[src/rtl/mips_pkg.sv]
// rtl/mips_pkg.sv - shared MIPS encodings: opcodes, functs, ALU codes, aluop, controller states
package mips_pkg;

    localparam logic [5:0] OP_RTYPE = 6'b000000;
    localparam logic [5:0] OP_LW    = 6'b100011;
    localparam logic [5:0] OP_SW    = 6'b101011;
    localparam logic [5:0] OP_BEQ   = 6'b000100;
    localparam logic [5:0] OP_ADDI  = 6'b001000;
    localparam logic [5:0] OP_J     = 6'b000010;

    localparam logic [5:0] FUNCT_ADD = 6'b100000;
    localparam logic [5:0] FUNCT_SUB = 6'b100010;
    localparam logic [5:0] FUNCT_AND = 6'b100100;
    localparam logic [5:0] FUNCT_OR  = 6'b100101;
    localparam logic [5:0] FUNCT_SLT = 6'b101010;

    localparam logic [2:0] ALU_ADD = 3'b010;
    localparam logic [2:0] ALU_SUB = 3'b110;
    localparam logic [2:0] ALU_AND = 3'b000;
    localparam logic [2:0] ALU_OR  = 3'b001;
    localparam logic [2:0] ALU_SLT = 3'b111;

    localparam logic [1:0] ALUOP_ADD   = 2'b00;
    localparam logic [1:0] ALUOP_SUB   = 2'b01;
    localparam logic [1:0] ALUOP_FUNCT = 2'b10;

    typedef enum logic [3:0] {
        S_FETCH   = 4'd0,
        S_DECODE  = 4'd1,
        S_MEMADR  = 4'd2,
        S_MEMRD   = 4'd3,
        S_MEMWB   = 4'd4,
        S_MEMWR   = 4'd5,
        S_RTYPEEX = 4'd6,
        S_RTYPEWB = 4'd7,
        S_BEQEX   = 4'd8,
        S_ADDIEX  = 4'd9,
        S_ADDIWB  = 4'd10,
        S_JEX     = 4'd11
    } state_t;

    // True for every opcode the controller knows how to sequence
    function automatic logic op_known(input logic [5:0] op);
        return (op == OP_RTYPE) || (op == OP_LW) || (op == OP_SW) ||
               (op == OP_BEQ)   || (op == OP_ADDI) || (op == OP_J);
    endfunction

endpackage

[src/rtl/mc_aludec.sv]
// rtl/mc_aludec.sv - aluop/funct to ALU control decode with funct legality flag
module mc_aludec
    import mips_pkg::*;
(
    input  logic [1:0] i_aluop,
    input  logic [5:0] i_funct,
    output logic [2:0] o_alucontrol,
    output logic       o_funct_legal
);

    logic [2:0] w_funct_ctl;

    // Funct lookup; unknown functs fall back to add and are flagged
    always_comb begin
        w_funct_ctl   = ALU_ADD;
        o_funct_legal = 1'b1;
        case (i_funct)
            FUNCT_ADD: w_funct_ctl = ALU_ADD;
            FUNCT_SUB: w_funct_ctl = ALU_SUB;
            FUNCT_AND: w_funct_ctl = ALU_AND;
            FUNCT_OR:  w_funct_ctl = ALU_OR;
            FUNCT_SLT: w_funct_ctl = ALU_SLT;
            default: begin
                w_funct_ctl   = ALU_ADD;
                o_funct_legal = 1'b0;
            end
        endcase
    end

    // Select between fixed add/subtract and the funct-driven operation
    always_comb begin
        o_alucontrol = ALU_ADD;
        case (i_aluop)
            ALUOP_ADD:   o_alucontrol = ALU_ADD;
            ALUOP_SUB:   o_alucontrol = ALU_SUB;
            ALUOP_FUNCT: o_alucontrol = w_funct_ctl;
            default:     o_alucontrol = ALU_ADD;
        endcase
    end

endmodule

[src/rtl/mc_controller.sv]
// rtl/mc_controller.sv - multicycle MIPS control FSM; MC_STATE_TMR_EN selects triplicated state
module mc_controller
    import mips_pkg::*;
(
    input  logic       clk,
    input  logic       reset,
    input  logic [5:0] op,
    input  logic [5:0] funct,
    input  logic       zero,
    output logic       pcen,
    output logic       memwrite,
    output logic       irwrite,
    output logic       regwrite,
    output logic       alusrca,
    output logic       iord,
    output logic       memtoreg,
    output logic       regdst,
    output logic [1:0] alusrcb,
    output logic [1:0] pcsrc,
    output logic [2:0] alucontrol,
    output logic       instret,
    output logic       illegal,
    output logic       state_err
);

    state_t     w_state;
    state_t     w_next;
    logic [1:0] w_aluop;
    logic       w_pcwrite;
    logic       w_branch;
    logic       w_irwrite;
    logic       w_regwrite;
    logic       w_memwrite;
    logic       w_funct_legal;
    logic       w_illegal_now;
    logic       r_illegal;

`ifdef MC_STATE_TMR_EN
    state_t r_state_a;
    state_t r_state_b;
    state_t r_state_c;

    // All three copies reload the voted next state, scrubbing any single upset
    always_ff @(posedge clk or posedge reset) begin
        if (reset) begin
            r_state_a <= S_FETCH;
            r_state_b <= S_FETCH;
            r_state_c <= S_FETCH;
        end else begin
            r_state_a <= w_next;
            r_state_b <= w_next;
            r_state_c <= w_next;
        end
    end

    assign w_state   = state_t'((r_state_a & r_state_b) | (r_state_a & r_state_c) |
                                (r_state_b & r_state_c));
    assign state_err = (r_state_a != r_state_b) || (r_state_a != r_state_c);
`else
    state_t r_state;

    // Single state register
    always_ff @(posedge clk or posedge reset) begin
        if (reset) r_state <= S_FETCH;
        else       r_state <= w_next;
    end

    assign w_state   = r_state;
    assign state_err = 1'b0;
`endif

    // Next-state sequencing through the instruction steps
    always_comb begin
        w_next = S_FETCH;
        case (w_state)
            S_FETCH:  w_next = S_DECODE;
            S_DECODE: begin
                case (op)
                    OP_LW, OP_SW: w_next = S_MEMADR;
                    OP_RTYPE:     w_next = S_RTYPEEX;
                    OP_BEQ:       w_next = S_BEQEX;
                    OP_ADDI:      w_next = S_ADDIEX;
                    OP_J:         w_next = S_JEX;
                    default:      w_next = S_FETCH;
                endcase
            end
            S_MEMADR:  w_next = (op == OP_LW) ? S_MEMRD : S_MEMWR;
            S_MEMRD:   w_next = S_MEMWB;
            S_RTYPEEX: w_next = S_RTYPEWB;
            S_ADDIEX:  w_next = S_ADDIWB;
            default:   w_next = S_FETCH;
        endcase
    end

    // Moore decode of datapath controls; everything not named is 0
    always_comb begin
        w_pcwrite  = 1'b0;
        w_branch   = 1'b0;
        w_irwrite  = 1'b0;
        w_regwrite = 1'b0;
        w_memwrite = 1'b0;
        w_aluop    = ALUOP_ADD;
        alusrca    = 1'b0;
        iord       = 1'b0;
        memtoreg   = 1'b0;
        regdst     = 1'b0;
        alusrcb    = 2'b00;
        pcsrc      = 2'b00;
        instret    = 1'b0;
        case (w_state)
            S_FETCH: begin
                w_irwrite = 1'b1;
                w_pcwrite = 1'b1;
                alusrcb   = 2'b01;
            end
            S_DECODE: alusrcb = 2'b11;
            S_MEMADR, S_ADDIEX: begin
                alusrca = 1'b1;
                alusrcb = 2'b10;
            end
            S_MEMRD: iord = 1'b1;
            S_MEMWB: begin
                memtoreg   = 1'b1;
                w_regwrite = 1'b1;
                instret    = 1'b1;
            end
            S_MEMWR: begin
                iord       = 1'b1;
                w_memwrite = 1'b1;
                instret    = 1'b1;
            end
            S_RTYPEEX: begin
                alusrca = 1'b1;
                w_aluop = ALUOP_FUNCT;
            end
            S_RTYPEWB: begin
                regdst     = 1'b1;
                w_regwrite = w_funct_legal;
                instret    = w_funct_legal;
            end
            S_BEQEX: begin
                alusrca  = 1'b1;
                w_aluop  = ALUOP_SUB;
                pcsrc    = 2'b01;
                w_branch = 1'b1;
                instret  = 1'b1;
            end
            S_ADDIWB: begin
                w_regwrite = 1'b1;
                instret    = 1'b1;
            end
            S_JEX: begin
                pcsrc     = 2'b10;
                w_pcwrite = 1'b1;
                instret   = 1'b1;
            end
            default: ;
        endcase
    end

    mc_aludec u_aludec (
        .i_aluop       (w_aluop),
        .i_funct       (funct),
        .o_alucontrol  (alucontrol),
        .o_funct_legal (w_funct_legal)
    );

    // Write strobes are gated by reset so an abandoned instruction cannot commit anything
    assign pcen     = (w_pcwrite | (w_branch & zero)) & ~reset;
    assign irwrite  = w_irwrite  & ~reset;
    assign regwrite = w_regwrite & ~reset;
    assign memwrite = w_memwrite & ~reset;

    assign w_illegal_now = ((w_state == S_DECODE) && !op_known(op)) ||
                           ((w_state == S_RTYPEEX) && !w_funct_legal);

    // Sticky illegal-instruction flag, cleared only by reset
    always_ff @(posedge clk or posedge reset) begin
        if (reset)              r_illegal <= 1'b0;
        else if (w_illegal_now) r_illegal <= 1'b1;
    end

    assign illegal = r_illegal | w_illegal_now;

endmodule
[config.mk]
export PLATFORM = sky130hd
export DESIGN_NAME = mc_controller
export DESIGN_NICKNAME = d
export VERILOG_FILES = /design/src/rtl/mips_pkg.sv /design/src/rtl/mc_aludec.sv /design/src/rtl/mc_controller.sv
export SDC_FILE = /design/constraint.sdc
export NUM_CORES = 1
export LEC_CHECK = 0
export CORE_MARGIN = 5
export CORE_UTILIZATION = 43
export DETAILED_ROUTE_END_ITERATION = 10
export PLACE_DENSITY = 0.84
export SYNTH_ARGS = -nofsm -noshare
export SYNTH_HDL_FRONTEND = slang
export SYNTH_HIERARCHICAL = 1
export SYNTH_SLANG_ARGS = --single-unit
[constraint.sdc]
create_clock -name clk -period 3.42 [get_ports clk]
set_clock_uncertainty 0.2 [all_clocks]
set_input_delay 0.855 -clock clk [delete_from_list [all_inputs] [get_ports clk]]
set_output_delay 0.855 -clock clk [all_outputs]
set_load 0.005 [all_outputs]
==> flow_metrics.py <==
metrics = {
    "routing": {
        "drt-total-wl_um": 2410,
        "wl_per_cell_um": 15.1,
        "drc_errors": 0,
        "vias": 906,
        "first_pass_iters": 4,
        "ant_nets": 0,
        "via_per_inst": 5.70,
        "drt_iter0_drc": 28,
    },
    "yosys": {
        "seq_area_frac_synth": 0.185,
        "syn_nets": 107,
        "synth_top_cell_by_area": "dfrtp_1",
        "ys_warn_count": 6,
        "netlist_instances": 90,
        "synth-edff-count": 0,
        "ys_ff_latch": 5,
        "yosysTopAreaCellShare": 0.185,
        "ys.flop_type": "dfrtp_1",
        "yosysUniqueCellTypes": 36,
        "netlist_top_cells_area": "dfrtp_1 18%, nor3_1 6.7%, a21oi_1 5.2%, nand4bb_1 5.0%, nor2_1 4.4%",
        "async_reset_ff_frac": 1.00,
        "syn_area_per_cell_um2": 7.52,
        "syn_area_um2": 677,
    },
    "floorplan": {
        "placementRows": 14,
        "design.core.area_um2": 1510,
        "die_w_um": 49.7,
        "start_util": 0.449,
        "chipHeight_um": 49.7,
        "ios": 33,
        "dieArea_um2": 2470,
    },
    "grt": {
        "grt_usage": 0.182,
        "first_global_vias": 865,
        "grt_pass1_wl_um": 3720,
        "gr-total-overflow": 0,
        "grt_max_degree": 15,
        "grt_antenna_before_repair": 0,
    },
    "placed_design": {
        "hpwlAfterDp_um": 1800,
        "gp_congestion": 0.794,
        "io_buffers": 31,
        "place_area_um2": 1130,
    },
    "final_layout": {
        "final_cell_mix": "24 x buf_4, 21 x clkdlybuf4s50_1",
        "final_core_util": 0.817,
        "num_antenna_cells": 0,
        "final_common_cell": "buf_4",
        "design_area_um2": 1230,
        "layout-drive-gt1-share": 0.301,
        "syn_to_final_growth_pct": 81.9,
        "finalNetCount": 161,
    },
    "sta": {
        "period_minus_slack_ps": 3330,
        "fmax_ghz": 0.301,
        "slew_violations": 0,
        "rsz0062_at_grt": "false",
        "setup_viol": 0,
        "hold_viol_final": 0,
        "fin_crit_sh": 0.973,
    },
    "cts": {
        "cts.sinks": 5,
        "clk_path_buf_depth": 2,
        "clk_pin_slew_worst_paths_ps": 40,
        "htreeDepth": 1,
        "cts_tree": "built",
        "cts_inserted_buffers": 3,
        "clock_latency_ps": 240,
        "hold_buffers": 0,
        "cts_root_buf": "clkbuf_4",
    },
    "power_and_ir_drop": {
        "leakagePower_nw": 0.522,
        "vdd_ir_drop_max_mv": 0.310,
        "power.density_nw_per_um2": 350,
    },
    "outcome": {
        "outcome": "complete, no violations",
    },
    "setup_path": {
        "reg2reg_depth": 6,
        "start_kind": "input pin",
        "cp_max_fo": 3,
        "path_class": "in -> out",
        "crit_arrival_ps": 2270,
        "crit_path_end_kind": "output pin",
        "required_ps": 2360,
    },
    "min_path": {
        "hold_depth": 1,
        "hold_path.class": "reg -> reg",
    },
    "job": {
        "max-cap-violations": 0,
    },
}
sequential cells by signal, summed over array words and instances, names as in the netlist:
name	flops
r_state	4
r_illegal	1
worst max-delay path, stage by stage:
cell	delay, ps
clkdlybuf4s15_1	200
mux2_4	280
nor4b_4	290
buf_4	160
nor3_2	50
a311o_1	310
buf_2	130
through the flow:
stage / hold WS [ps] / std cells / power [W] / setup TNS (ps) / setup slack, ps
floorplan: 250 / 90 / 0.000205 / 0 / 551
global placement: 263 / 152 / 0.000332 / -1380 / -465
detailed placement: 274 / 152 / 0.000343 / -1480 / -487
CTS: 284 / 159 / 0.000414 / 0 / 15.5
global route: 334 / 159 / 0.000460 / 0 / 28.5
finish: 281 / 159 / 0.000431 / 0 / 93.1
metal layers:
layer,vias up,track usage,wire length [um],part of all wire
li1,440,-,-,-
met1,426,0.208,1020,0.42
met2,38,0.337,1210,0.50
met3,2,0.0392,153,0.064
met4,0,0.0393,23,0.0096
met5,-,0,0,0
cell usage after synthesis (2+ instances only):
| cell | instances |
|---|---|
| a21oi_1 | 7 |
| nand4bb_1 | 3 |
| and3_1 | 2 |
| buf_4 | 2 |
| o21ai_0 | 3 |
| buf_2 | 3 |
| dfrtp_1 | 5 |
| xor2_1 | 3 |
| nand2b_1 | 4 |
| ha_1 | 2 |
| nand2_1 | 5 |
| a211oi_1 | 2 |
| o22ai_1 | 2 |
| nor3_1 | 9 |
| nand3_1 | 3 |
| nor2_1 | 8 |
| inv_1 | 7 |
| a311o_1 | 2 |
worst paths after layout:
path | end | slack [ps] | start
worst max-delay path | illegal | 90 | funct[1]
worst max register to register | r_illegal$_DFFE_PP0P_ | 1770 | r_state[3]$_DFF_PP0_
min in group asynchronous | r_state[0]$_DFF_PP0_ | 770 | reset
worst min-delay path | r_illegal$_DFFE_PP0P_ | 280 | r_illegal$_DFFE_PP0P_
worst min register to register | r_illegal$_DFFE_PP0P_ | 280 | r_illegal$_DFFE_PP0P_
max in group asynchronous | r_state[1]$_DFF_PP0_ | 2070 | reset
layout make-up:
class	instances	area [um2]
multi-input combinational	72	557
fill	98	275
tap	16	20.0
clock buffer	4	26.3
timing repair buffer	55	477
inverter	7	26.3
sequential	5	125
report_power, final:
group | switching [W] | internal (W) | total (W) | leakage, nW
Combinational | 0.000132 | 0.000141 | 0.000272 | 0.445
Clock | 0.0000238 | 0.0000441 | 0.0000679 | 0.0150
Sequential | 0.0000206 | 0.0000701 | 0.0000907 | 0.0619
Total | 0.000176 | 0.000255 | 0.000431 | 0.522
logic make-up after synthesis:
family	synth area share
simple gates	0.396
compound gates	0.227
buf+inv	0.0887
flops	0.185
xor+xnor	0.0388
fa+ha+maj	0.0370
other cells	0.00554
mux	0.0222
repair_timing:
action	4_1_cts	5_1_grt
endpoints found under the hold margin	0	0
cloned	0	0
buffers inserted	3	0
pin swaps	3	2
setup endpoints to repair	5	6
resized for setup	15	16
No activity file was read; power rests on OpenSTA's default activity.
